<file path="config.mk">
export PLATFORM = sky130hd
export DESIGN_NAME = alu10_core
export DESIGN_NICKNAME = d
export VERILOG_FILES = /design/src/rtl/alu10_core.sv
export SDC_FILE = /design/constraint.sdc
export NUM_CORES = 1
export LEC_CHECK = 0
export CORE_ASPECT_RATIO = 0.6
export CORE_MARGIN = 8
export CORE_UTILIZATION = 56
export DETAILED_ROUTE_END_ITERATION = 6
export PLACE_DENSITY_LB_ADDON = 0.1
export SLEW_MARGIN = 10
export SYNTH_ARGS = -nofsm -noshare
export SYNTH_HDL_FRONTEND = slang
export SYNTH_SLANG_ARGS = --single-unit
export TNS_END_PERCENT = 100
</file>
<file path="constraint.sdc">
create_clock -name clk -period 0.8 [get_ports clk]
set_input_delay 0.08 -clock clk [delete_from_list [all_inputs] [get_ports clk]]
set_output_delay 0.08 -clock clk [all_outputs]
set_load 0.01 [all_outputs]
</file>
<file path="src/rtl/alu10_core.sv">
// Registered 10-bit ALU: add with carry, subtract with borrow, signed-amount logical shift, NOR.
// Optional registered zero flag is enabled by defining ALU10_ZERO_FLAG_EN.
`timescale 1ns/1ps
module alu10_core #(
  parameter int WIDTH = 10
) (
  input  logic             clk,
  input  logic             reset,
  input  logic [WIDTH-1:0] rs,
  input  logic [WIDTH-1:0] rt,
  input  logic [1:0]       opcode,
  input  logic             cin,
  input  logic             bin,
  output logic [WIDTH-1:0] result,
  output logic             cout,
  output logic             bout
`ifdef ALU10_ZERO_FLAG_EN
  ,
  output logic             zero
`endif
);

  localparam int SHW = $clog2(WIDTH);

  localparam logic [1:0] OP_ADD = 2'b00;
  localparam logic [1:0] OP_SUB = 2'b01;
  localparam logic [1:0] OP_SHF = 2'b10;
  localparam logic [1:0] OP_NOR = 2'b11;

  // Ripple-carry adder
  logic [WIDTH-1:0] sum;
  logic [WIDTH:0]   carry;

  assign carry[0] = cin;

  for (genvar i = 0; i < WIDTH; i++) begin : g_add
    assign sum[i]     = rs[i] ^ rt[i] ^ carry[i];
    assign carry[i+1] = (rs[i] & rt[i]) | (carry[i] & (rs[i] ^ rt[i]));
  end

  // Ripple-borrow subtractor; the final borrow is set exactly when rs < rt + bin
  logic [WIDTH-1:0] diff;
  logic [WIDTH:0]   brw;

  assign brw[0] = bin;

  for (genvar i = 0; i < WIDTH; i++) begin : g_sub
    assign diff[i]  = rs[i] ^ rt[i] ^ brw[i];
    assign brw[i+1] = (~rs[i] & rt[i]) | (~(rs[i] ^ rt[i]) & brw[i]);
  end

  // Barrel shifter. Negative rt shifts right by its magnitude; any magnitude
  // of WIDTH or more (including the most negative value) clears the result.
  logic [WIDTH-1:0] amt_mag;
  logic             amt_neg;
  logic             amt_oor;
  logic [WIDTH-1:0] lsh [0:SHW];
  logic [WIDTH-1:0] rsh [0:SHW];
  logic [WIDTH-1:0] shift_res;

  assign amt_neg = rt[WIDTH-1];
  assign amt_mag = amt_neg ? -rt : rt;
  assign amt_oor = (amt_mag >= WIDTH'(WIDTH));

  assign lsh[0] = rs;
  assign rsh[0] = rs;

  for (genvar s = 0; s < SHW; s++) begin : g_shf
    assign lsh[s+1] = amt_mag[s] ? (lsh[s] << (2 ** s)) : lsh[s];
    assign rsh[s+1] = amt_mag[s] ? (rsh[s] >> (2 ** s)) : rsh[s];
  end

  always_comb begin
    shift_res = '0;
    if (!amt_oor) begin
      shift_res = amt_neg ? rsh[SHW] : lsh[SHW];
    end
  end

  // Result mux and next-state values
  logic [WIDTH-1:0] result_d;
  logic             cout_d;
  logic             bout_d;

  always_comb begin
    result_d = '0;
    case (opcode)
      OP_ADD:  result_d = sum;
      OP_SUB:  result_d = diff;
      OP_SHF:  result_d = shift_res;
      OP_NOR:  result_d = ~(rs | rt);
      default: result_d = '0;
    endcase
  end

  // Both flags are captured every cycle whatever the opcode
  assign cout_d = carry[WIDTH];
  assign bout_d = brw[WIDTH];

  logic [WIDTH-1:0] result_q;
  logic             cout_q;
  logic             bout_q;

  always_ff @(posedge clk or posedge reset) begin
    if (reset) begin
      result_q <= '0;
      cout_q   <= 1'b0;
      bout_q   <= 1'b0;
    end else begin
      result_q <= result_d;
      cout_q   <= cout_d;
      bout_q   <= bout_d;
    end
  end

  assign result = result_q;
  assign cout   = cout_q;
  assign bout   = bout_q;

`ifdef ALU10_ZERO_FLAG_EN
  logic zero_d;
  logic zero_q;

  assign zero_d = (result_d == '0);

  // Resets to 1 so it agrees with the cleared result
  always_ff @(posedge clk or posedge reset) begin
    if (reset) begin
      zero_q <= 1'b1;
    end else begin
      zero_q <= zero_d;
    end
  end

  assign zero = zero_q;
`endif

endmodule

</file>
==> metrics.log, run 1 <==
[metrics] Primary FF master, synth: dfrtp_1
[metrics] Post-Synthesis Net Count: 368
[metrics] CTS Root Cell: clkbuf_8
[metrics] mean area per synthesized cell: 7.96 sq um
[metrics] # H-tree levels: 1
[metrics] sequential-to-total area share from yosys stat: 12.2%
[metrics] first error message: [ERROR DPL-0038] Utilization greater than 100%, impossible to legalize
[metrics] sum of net half-perimeters after detailed placement: 8.02 mm
[metrics] Post-synth ARST share: 100%
[metrics] clock buffers created by TritonCTS: 3
[metrics] floorplan die height: 67.3 um
[metrics] last weighted congestion value of the routability-driven placer: 1.10
[metrics] maximum number of pins on one net before global-route repair: 19
[metrics] effective utilization at floorplan: 59.0%
[metrics] terminating stage of the flow: 5_1_grt
[metrics] pre-CTS setup slack: -1.73 ns
[metrics] die outline width: 102 um
[metrics] flip-flop and latch count after synthesis: 12
[metrics] grt repair worst endpoint: cout$_DFF_PP0_/D
[metrics] number of rows created at floorplan: 18
[metrics] Netlist Area Pre-Place: 2460 sq um
[metrics] count of input and output buffers: 37
[metrics] Worst EP kind: sequential cell input
[metrics] run status: did not finish
[metrics] post-synthesis instance total: 309
[metrics] number of enable-type register cells in the synthesized netlist: 0
[metrics] I/O pin count: 38
[metrics] sink count of the clock tree: 12
[metrics] worst-case clock buffer depth: 2
[metrics] number of unique standard cell types used by synthesis: 63
[metrics] synth warn: 0
## kinds of logic after synthesis
| group | after synthesis | share of synthesized area (%) |
|---|---|---|
| flops | 12 | 12.2 |
| compound gates | 99 | 27.6 |
| xor+xnor | 16 | 5.70 |
| mux | 23 | 13.0 |
| fa+ha+maj | 33 | 16.8 |
| simple gates | 84 | 17.4 |
| buf+inv | 42 | 7.27 |
## timing repair
action / in CTS
pin swaps: 32
setup endpoints to repair: 24
gates cloned: 2
resized for setup: 120
hold endpoints to repair: 0
setup buffers: 11
hold buffers: 0
## cell usage after synthesis, types with 5 or more instances
master    count  area, sq um
a211oi_1      5         37.5
a21oi_1      22          110
a31oi_1       6         37.5
buf_2         8         40.0
clkbuf_1      6         22.5
dfrtp_1      12          300
ha_1         33          413
inv_1        23         86.3
mux2i_1      14          140
mux4_2        6          135
nand2_1      21         78.8
nand2b_1      5         31.3
nand3_1       8         40.0
nor2_1       18         67.6
nor2b_1       7         43.8
nor3_1        7         35.0
o211ai_1      7         52.6
o21ai_0      16         80.1
o31ai_1       6         45.0
xnor2_1      12          105
## through the flow
| stage | cell area (sq um) | utilization (%) | std cells |
|---|---|---|---|
| after floorplan | 2530 | - | 309 |
| after global placement | 3660 | 87.8 | 492 |
| after detailed placement | 3660 | 87.8 | 492 |
| after CTS | 3990 | 95.6 | 509 |
==> run 2: changes to the inputs <==
- CORE_ASPECT_RATIO: 0.6 -> default
- CORE_UTILIZATION: 56 -> 40
- PLACE_DENSITY_LB_ADDON: 0.1 -> 0.15
==> run 2 against run 1 <==
Net effect:
- the flow now finishes, with violations (setup timing)
- synthesized area did not move
- synthesized cell count did not move
==> metrics.log, run 2 <==
[metrics] arrival time reported for the critical path endpoint: 2.01 ns
[metrics] Post-synth ARST share: 100% (unchanged)
[metrics] CTS Root Cell: clkbuf_8
[metrics] fraction of layout cells with a size suffix above 1: 50.7%
[metrics] failing checks: setup timing
[metrics] maximum number of pins on one net before global-route repair: 25
[metrics] placed cells: 514 (+4.5%)
[metrics] minimum clock period after layout: 1.87 ns
[metrics] final count of pins violating max slew: 0
[metrics] worst-case clock buffer depth: 2 (unchanged)
[metrics] min-delay worst type: input pin to asynchronous set/reset pin
[metrics] power per cell area: 1020 nW/um^2
[metrics] last weighted congestion value of the routability-driven placer: 0.932 (-16%)
[metrics] number of antenna violations at the first check in global routing: 0
[metrics] post-synthesis xor/xnor area fraction: 5.70% (unchanged)
[metrics] highest achievable clock rate: 534 MHz
[metrics] number of rows created at floorplan: 28 (+10)
[metrics] clock buffers created by TritonCTS: 3 (unchanged)
[metrics] max reg flops: 10
[metrics] top cell type's share of synthesized area: 16.8% (unchanged)
[metrics] mux share of post-synthesis cell area: 13.0% (unchanged)
[metrics] Netlist Area Pre-Place: 2460 sq um (unchanged)
[metrics] unrepaired setup endpoints after global routing: yes
[metrics] top sig layer: met4
[metrics] die outline width: 94.4 um (-7.0%)
[metrics] wire length after detailed routing: 10.3 mm
[metrics] count of input and output buffers: 37 (unchanged)
[metrics] commonest cells in the netlist: ha_1 (33), inv_1 (23), a21oi_1 (22)
[metrics] cts-stage hold buffer count: 0 (unchanged)
[metrics] via count of the first global-routing pass: 3125
[metrics] CP required: 0.94 ns
[metrics] sum of net half-perimeters after detailed placement: 7.71 mm (-3.9%)
[metrics] GRT Overall Usage: 22.4%
[metrics] most frequent cells in the layout: buf_4 (111), nand2_1 (19), ha_1 (19)
[metrics] slew at the pin with the worst max-slew slack: 0.456 ns
[metrics] crit-path leading delay family: compound AO/OA/AOI/OAI gates
[metrics] post-synth top area cell: ha_1
[metrics] setup ws final: -1.07 ns
[metrics] Inserted Diodes: 0
[metrics] CP dominant cell by count: buf_12
[metrics] number of DRC markers in iteration 0: 165
[metrics] final cell count without fillers: 533
[metrics] area share of fa/ha/maj cells after synthesis: 16.8% (unchanged)
[metrics] Final #Nets: 518
[metrics] sequential-to-total area share from yosys stat: 12.2% (unchanged)
[metrics] cell-by-cell trace of the critical path: buf_8 -> inv_6 -> ha_4 -> mux2i_4 -> buf_12 -> buf_12 -> o211ai_1 -> buf_4 -> o32ai_2 -> a2111oi_4 -> o21a_1
[metrics] flip-flop and latch count after synthesis: 12 (unchanged)
[metrics] hold violation total from the final report: 0
[metrics] wl on met1: 4.33 mm
[metrics] number of unique standard cell types used by synthesis: 63 (unchanged)
[metrics] worst setup path startpoint: rt[1]
[metrics] clock-pin slew reported for the worst setup and hold paths after clock tree synthesis: 0.06 ns
[metrics] CP Max Fanout: 6
[metrics] synthesis-to-layout area growth: 78.0%
[metrics] core outline area: 5920 sq um
[metrics] number of search-and-repair iterations in the first detailed-routing pass: 5
[metrics] complex-gate fraction of the synthesized area: 27.6% (unchanged)
[metrics] area of the die: 8920 sq um
[metrics] CTS tree: yes
[metrics] largest family of logic cells by synthesized area: compound AO/OA/AOI/OAI gates
[metrics] Post-Synthesis Net Count: 368 (unchanged)
[metrics] most common library cell in the layout ignoring fill and taps: buf_4
[metrics] Sum Neg Setup Slack: -11.71 ns
[metrics] mean area per synthesized cell: 7.96 sq um (unchanged)
[metrics] cells taking the most area after synthesis: ha_1 (17%), dfrtp_1 (12%), mux2i_1 (5.7%)
[metrics] critical-path cell with the highest stage delay: o32ai_2
[metrics] most common cell in the synthesized netlist: ha_1
[metrics] antenna-violating nets left: 0
[metrics] routed length per placed instance: 19.4 um
[metrics] Primary FF master, synth: dfrtp_1
[metrics] number of enable-type register cells in the synthesized netlist: 0 (unchanged)
[metrics] total met2 wirelength after detailed routing: 5.05 mm
[metrics] highest ir drop seen on vdd: 0.000861 V
[metrics] max-capacitance violation count: 0
[metrics] floorplan die height: 94.4 um (+40%)
[metrics] Critical path buffers and inverters: 5
[metrics] first-pass GRT wire length: 15.9 mm
[metrics] total number of vias: 3059
[metrics] CP Capture Type: flip-flop
[metrics] global route total overflow: 0
[metrics] worst-case headroom to the max-slew limit: 69.5%
[metrics] CP max stage delay: 0.30 ns
[metrics] synth warn: 0 (unchanged)
[metrics] DRC violations left: 0
[metrics] I/O pin count: 38 (unchanged)
[metrics] # H-tree levels: 1 (unchanged)
[metrics] launching element type of the critical path: input pin
[metrics] kind of critical path: input pin to flip-flop
[metrics] post-detailed-route via-to-cell ratio: 5.74
[metrics] Finish-stage setup viols: 24
[metrics] sink count of the clock tree: 12 (unchanged)
[metrics] cell leakage power: 1.98 nW
[metrics] effective utilization at floorplan: 41.5% (-17 points)
[metrics] post-synthesis instance total: 309 (unchanged)
[metrics] Final period util: 234%
[metrics] met3 routed wirelength: 607 um
[metrics] run status: complete, but fails checks
[metrics] simple-gate portion of the synthesized area: 17.4% (unchanged)
[run 2: area by class of cell]
cell class,instances,area [sq um]
multi-input cells,255,2460
fillers,440,1540
repair buffers,161,1350
flip-flops and latches,12,300
inverters,26,116
well taps,75,93.8
clock buffers,4,55.1
[run 2: per-stage QoR]
step | power [mW] | hold slack [ns] | util, % | setup slack [ns] | area (sq um)
finish | 4.45 | 0.114 | 74.0 | -1.07 | 4380
global route | 4.69 | 0.142 | 74.0 | -1.17 | 4380
CTS | 4.04 | 0.116 | 68.1 | -1.12 | 4030
detailed placement | 3.21 | 0.382 | 63.0 | -1.78 | 3730
global placement | 3.19 | 0.389 | 63.0 | -1.76 | 3730
floorplan | 1.97 | -0.0553 | - | -1.10 | 2530
[run 2: metal layers]
metal  global-route usage [%]  vias up
met5                        0        -
met4                     8.32        0
met3                     3.41       29
met2                     38.0      120
met1                     27.9     1451
li1                         -     1459
[run 2: worst paths after layout]
| kind | cells after the start | to | slack (ns) |
|---|---|---|---|
| max | 11 | result[3]$_DFF_PP0_ | -1.07 |
| min in group clk | 5 | result[0]$_DFF_PP0_ | 0.33 |
| min | 3 | result[7]$_DFF_PP0_ | 0.11 |
| max in group asynchronous | 3 | result[1]$_DFF_PP0_ | 0.53 |
[run 2: logic make-up after synthesis]
group                    count (synthesis)
AO/OA/AOI/OAI                           99
XOR/XNOR                                16
adder cells (fa/ha/maj)                 33
buffers and inverters                   42
flip-flops                              12
multiplexers                            23
AND/OR/NAND/NOR                         84
[run 2: report_power, final]
group | switching, mW | internal (mW) | total, mW
sequential | 0.0355 | 0.693 | 0.728
combinational | 1.49 | 1.54 | 3.03
clock | 0.253 | 0.436 | 0.689
[run 2: repair_timing]
action,CTS,global route
setup buffers,6,12
endpoints found under the setup margin,24,24
pin swaps,33,24
resized for setup,130,76
Note: power is estimated with default switching activity, not from simulation.
